`src/rtl/vga_timing_gen.sv`:
```
// vga_timing_gen: 640x480@60 raster timing, pixel request and VGA outputs.
// Define VGA_TIMING_COLORBAR_EN to replace rgb_in with 8 built-in colour bars.
module vga_timing_gen #(
  parameter int H_ACTIVE = 640,
  parameter int H_FP     = 16,
  parameter int H_SYNC   = 96,
  parameter int H_BP     = 48,
  parameter int V_ACTIVE = 480,
  parameter int V_FP     = 10,
  parameter int V_SYNC   = 2,
  parameter int V_BP     = 33
) (
  input  logic        CLOCK_50,
  input  logic        reset,
  input  logic [23:0] rgb_in,
  output logic        pix_req,
  output logic [9:0]  pix_x,
  output logic [9:0]  pix_y,
  output logic        frame_start,
  output logic [7:0]  VGA_R,
  output logic [7:0]  VGA_G,
  output logic [7:0]  VGA_B,
  output logic        VGA_HS,
  output logic        VGA_VS,
  output logic        VGA_CLK,
  output logic        VGA_BLANK_N,
  output logic        VGA_SYNC_N
);

  localparam int H_TOTAL = H_ACTIVE + H_FP + H_SYNC + H_BP;
  localparam int V_TOTAL = V_ACTIVE + V_FP + V_SYNC + V_BP;

  localparam logic [9:0] H_LAST = 10'(H_TOTAL - 1);
  localparam logic [9:0] V_LAST = 10'(V_TOTAL - 1);
  localparam logic [9:0] H_ACT  = 10'(H_ACTIVE);
  localparam logic [9:0] V_ACT  = 10'(V_ACTIVE);
  localparam logic [9:0] HS_BEG = 10'(H_ACTIVE + H_FP);
  localparam logic [9:0] HS_END = 10'(H_ACTIVE + H_FP + H_SYNC - 1);
  localparam logic [9:0] VS_BEG = 10'(V_ACTIVE + V_FP);
  localparam logic [9:0] VS_END = 10'(V_ACTIVE + V_FP + V_SYNC - 1);

  logic        pix_en;
  logic [9:0]  hcnt;
  logic [9:0]  vcnt;
  logic        h_last;
  logic        v_last;
  logic        act_raw;
  logic        hs_raw;
  logic        vs_raw;
  logic [23:0] pix_rgb;

  logic [23:0] cap_rgb;
  logic        cap_hs;
  logic        cap_vs;
  logic        cap_act;

  logic [23:0] out_rgb;
  logic        out_hs;
  logic        out_vs;
  logic        out_act;

  // Pixel-rate enable: toggles every CLOCK_50 cycle.
  always_ff @(posedge CLOCK_50) begin
    if (reset) pix_en <= 1'b0;
    else       pix_en <= ~pix_en;
  end

  assign h_last = (hcnt == H_LAST);
  assign v_last = (vcnt == V_LAST);

  // Raster counters; both wrap on the same pix_en at frame end.
  always_ff @(posedge CLOCK_50) begin
    if (reset) begin
      hcnt <= '0;
      vcnt <= '0;
    end else if (pix_en) begin
      if (h_last) begin
        hcnt <= '0;
        vcnt <= v_last ? '0 : vcnt + 10'd1;
      end else begin
        hcnt <= hcnt + 10'd1;
      end
    end
  end

  assign act_raw = (hcnt < H_ACT) && (vcnt < V_ACT);
  assign hs_raw  = ~((hcnt >= HS_BEG) && (hcnt <= HS_END));
  assign vs_raw  = ~((vcnt >= VS_BEG) && (vcnt <= VS_END));

  assign pix_req     = pix_en & act_raw;
  assign frame_start = pix_req & (hcnt == '0) & (vcnt == '0);
  assign pix_x       = hcnt;
  assign pix_y       = vcnt;

`ifdef VGA_TIMING_COLORBAR_EN
  logic [2:0] bar;
  logic       unused_rgb;

  assign unused_rgb = ^rgb_in;

  // Bar colour: R/G/B are on for white..black in the classic order.
  always_comb begin
    bar     = 3'(hcnt[9:4] / 6'd5);
    pix_rgb = '0;
    if (act_raw) begin
      pix_rgb = {{8{~bar[1]}}, {8{~bar[2]}}, {8{~bar[0]}}};
    end
  end
`else
  assign pix_rgb = act_raw ? rgb_in : '0;
`endif

  // Capture colour and decodes in the pix_req cycle (no upstream stall).
  always_ff @(posedge CLOCK_50) begin
    if (reset) begin
      cap_rgb <= '0;
      cap_hs  <= 1'b1;
      cap_vs  <= 1'b1;
      cap_act <= 1'b0;
    end else if (pix_en) begin
      cap_rgb <= pix_rgb;
      cap_hs  <= hs_raw;
      cap_vs  <= vs_raw;
      cap_act <= act_raw;
    end
  end

  // Launch on the half-period so all outputs move on VGA_CLK fall.
  always_ff @(posedge CLOCK_50) begin
    if (reset) begin
      out_rgb <= '0;
      out_hs  <= 1'b1;
      out_vs  <= 1'b1;
      out_act <= 1'b0;
    end else if (!pix_en) begin
      out_rgb <= cap_act ? cap_rgb : '0;
      out_hs  <= cap_hs;
      out_vs  <= cap_vs;
      out_act <= cap_act;
    end
  end

  assign VGA_R       = out_rgb[23:16];
  assign VGA_G       = out_rgb[15:8];
  assign VGA_B       = out_rgb[7:0];
  assign VGA_HS      = out_hs;
  assign VGA_VS      = out_vs;
  assign VGA_BLANK_N = out_act;
  assign VGA_CLK     = ~pix_en;
  assign VGA_SYNC_N  = 1'b0;

endmodule

```
`config.mk`:
```
export PLATFORM = sky130hd
export DESIGN_NAME = vga_timing_gen
export DESIGN_NICKNAME = d
export VERILOG_FILES = /design/src/rtl/vga_timing_gen.sv
export SDC_FILE = /design/constraint.sdc
export NUM_CORES = 1
export LEC_CHECK = 0
export ABC_AREA = 0
export CAP_MARGIN = 10
export CORE_UTILIZATION = 47
export DETAILED_ROUTE_END_ITERATION = 8
export MAX_ROUTING_LAYER = met4
export PLACE_DENSITY = 0.79
export SLEW_MARGIN = 20
export SYNTH_ARGS = -nofsm -noshare
export SYNTH_HDL_FRONTEND = slang
export SYNTH_SLANG_ARGS = --single-unit
```
`constraint.sdc`:
```
create_clock -name CLOCK_50 -period 2.05 [get_ports CLOCK_50]
set_input_delay 0.41 -clock CLOCK_50 [delete_from_list [all_inputs] [get_ports CLOCK_50]]
set_output_delay 0.41 -clock CLOCK_50 [all_outputs]
set_load 0.02 [all_outputs]
```
==> results.yml <==
status:
  status: "finished with violations"
  violations: "setup timing"
global_route:
  grt_pass1_vias: 2244
  grt_overflow: 0
  grt_max_degree: 26
  antenna_found_initial: 0
  grt_pass1_wl_mm: 10.8
  track_usage_pct: 23.8
timing:
  finalHoldViolations: 0
  finalSetupViolCount: 1
  fin_skew_ns: 0.00621
  setup_ws_ns: -0.231
  fmax_ghz: 0.438
  tightest_slew_ns: 1.03
  drv_slew: 0
  post-route-period-util_pct: 111
  rsz0062_at_grt: "yes"
  tns_ns: -0.231
  slew_headroom_pct: 31.2
  fin_crit_ns: 2.28
detailed_routing:
  antenna_left: 0
  via_per_inst: 5.59
  wl_per_cell_um: 15.4
  vias: 2424
  drc_errors: 0
  drt_iter0_drc: 167
  wirelength_mm: 6.67
  dr.pass1.iters: 4
worst_setup_path:
  crit_fanout: 2
  rr_startpoint: "pix_x[0]$_SDFFE_PP0P_"
  reg2reg_to: "pix_y[3]$_SDFFE_PP0P_"
  crit_path_end_kind: "primary output"
  crit_arrival_ns: 1.87
  r2r_cells: 7
  crit_type: "reg2out"
  startpoint_type: "flip-flop"
  reg2reg_slack_ns: 0.12
  crit_path_start: "pix_y[1]$_SDFFE_PP0P_"
  critPathRequiredTime_ns: 1.64
clock_tree:
  cts_max_path_buffers: 2
  cts_sinks: 75
  hold_buffers: 0
  h-tree-depth: 3
  clock_latency_ns: 0.35
  ctsRootBufferMaster: "clkbuf_8"
  cts_tree: "done"
  numCtsBuffers: 9
  clk_pin_slew_ns: 0.07
finish:
  num_antenna_cells: 0
  layout.nets: 387
  area_growth_pct: 45.3
  drive_gt1_share_pct: 16.3
  fin_area_um2: 4010
placement:
  portBuffers: 75
  hpwl_mm: 4.45
  place_area_um2: 3720
  pre_cts_ws_ns: -0.475
  place_congestion: 0.876
power_and_ir_drop:
  clkPwrFrac_pct: 43.5
  p_sw_uw: 667
  swShare_pct: 21.5
  irDropWorstVdd_uv: 537
  pwr_density_cell_nw_per_um2: 773
  p_leak_nw: 1.55
  p_int_mw: 2.43
  power_frac_comb_pct: 7.4
  total_power_mw: 3.10
  p_seq_share_pct: 49.1
yosys:
  yosysWarnings: 0
  synth.avg_cell_area_um2: 10.5
  yosysTopAreaCell: "dfxtp_1"
  netlist_area_um2: 2760
  syn_inst: 263
  ys_types: 40
  synth_seq_cells: 75
  synthesis.nets: 293
  synth_area_leaders: "dfxtp_1 54%, a22o_1 15%, a21oi_1 2.0%, nand2_1 1.9%, ha_1 1.8%"
  seq_area_frac_synth_pct: 54.4
  synth_top_cell_area_share_pct: 54.4
floorplanning:
  start_util_pct: 49.5
  design.die.area_um2: 6180
  rows: 27
  ioPinCount: 77
  die_h_um: 78.6
  core_um2: 5570
  die_w_um: 78.6
worst_hold_path:
  whs_endpoint: "VGA_BLANK_N$_SDFFE_PP0N_"
  min_from: "VGA_BLANK_N$_SDFFE_PP0N_"
  holdPathStages: 1
  worstHoldPathType: "reg2reg"
job:
  max_cap_viol_count: 0
through the flow:
step | instances | util [%] | hold WS, ns
finish | 434 | 71.9 | 0.453
floorplan | 263 | - | 0.443
CTS | 434 | 71.8 | 0.455
global placement | 417 | 66.8 | 0.437
global route | 434 | 71.9 | 0.482
detailed placement | 417 | 66.8 | 0.440
repair_timing:
item | in CTS | in global routing
setup endpoints to repair | 27 | 26
pin swaps | 3 | 2
resized for setup | 15 | 3
buffers inserted | 1 | 0
final cells by class:
type                       instances  area, µm²
clock buffer                      13        179
clock inverter                     3       67.6
fill                             412       1570
inverter                           7       26.3
multi-input combinational        164       1210
sequential                        75       1500
tap                               72       90.1
timing repair buffer             100        933
cell usage after synthesis (all sizes together):
cell type and n:
dfxtp 75, a22o 48, nand2 14, nor2 13, a21oi 11, clkbuf 10, nor3 10, buf 7
inv 7, nand4 6, and3 5, nand3 5, o21ai 5, xnor2 5, xor2 5, ha 4
o31ai 4, or3 4, or4 4, nor4 3, nand4b 2, nor4b 2, a211o 1, a21o 1
a31o 1, a31oi 1, and2 1, and4 1, conb 1, nand2b 1, nor2b 1, o21bai 1
o311ai 1, o32ai 1, or2 1, or4b 1
state kept, by name (all words and copies together), names as in the netlist:
signal	count
VGA_BLANK_N	1
cap_vs	1
out_rgb	24
pix_y	10
VGA_HS	1
pix_en	1
cap_act	1
cap_rgb	24
pix_x	10
VGA_VS	1
cap_hs	1
critical path, stage by stage, from the launching register on:
cell,delay (ns)
dfxtp_2,0.32
inv_2,0.06
ha_4,0.12
or4b_4,0.47
nor3_4,0.14
nand4_1,0.15
nor2_4,0.15
buf_6,0.12
power groups by stage:
stage	Combinational (mW)	Clock, mW	Sequential [mW]
2_1_floorplan	0.100	0	1.57
3_3_place_gp	0.220	0	1.55
3_5_place_dp	0.225	0	1.56
4_1_cts	0.228	1.36	1.52
5_1_grt	0.247	1.44	1.53
6_report	0.228	1.35	1.52
metal layers:
layer  global-route usage (%)  vias to the layer above  wire (µm)
met2                     37.0                       93       3130
met3                     7.33                       10        480
met5                        -                        -          0
li1                         -                     1163          -
met1                     28.9                     1158       2960
met4                     9.07                        0         93
kinds of logic after synthesis:
| family | count (synthesis) | share of synthesized area [%] |
|---|---|---|
| adder cells (fa/ha/maj) | 4 | 1.81 |
| AO/OA/AOI/OAI | 75 | 21.3 |
| XOR/XNOR | 10 | 3.17 |
| AND/OR/NAND/NOR | 74 | 15.2 |
| flip-flops | 75 | 54.4 |
| buffers and inverters | 24 | 3.99 |
| other | 1 | 0.136 |
cells in the final DEF (no fill, tap or decap), drive strengths merged, types with 5 or more instances in the layout:
master	Yosys	final
a22o	48	48
buf	7	26
o21ai	5	5
nor3	10	10
and3	5	5
xnor2	5	5
clkbuf	10	14
a21oi	11	11
inv	7	7
nand3	5	5
nand2	14	14
nand4	6	6
nor2	13	13
clkdlybuf4s50	0	72
xor2	5	5
dfxtp	75	75
worst max path at each step:
stage,to,slack (ns)
floorplan,frame_start,0.04
global placement,frame_start,-0.48
detailed placement,frame_start,-0.48
CTS,frame_start,-0.28
global route,frame_start,-0.30
finish,frame_start,-0.23
Power figures use the tool's default switching activity.
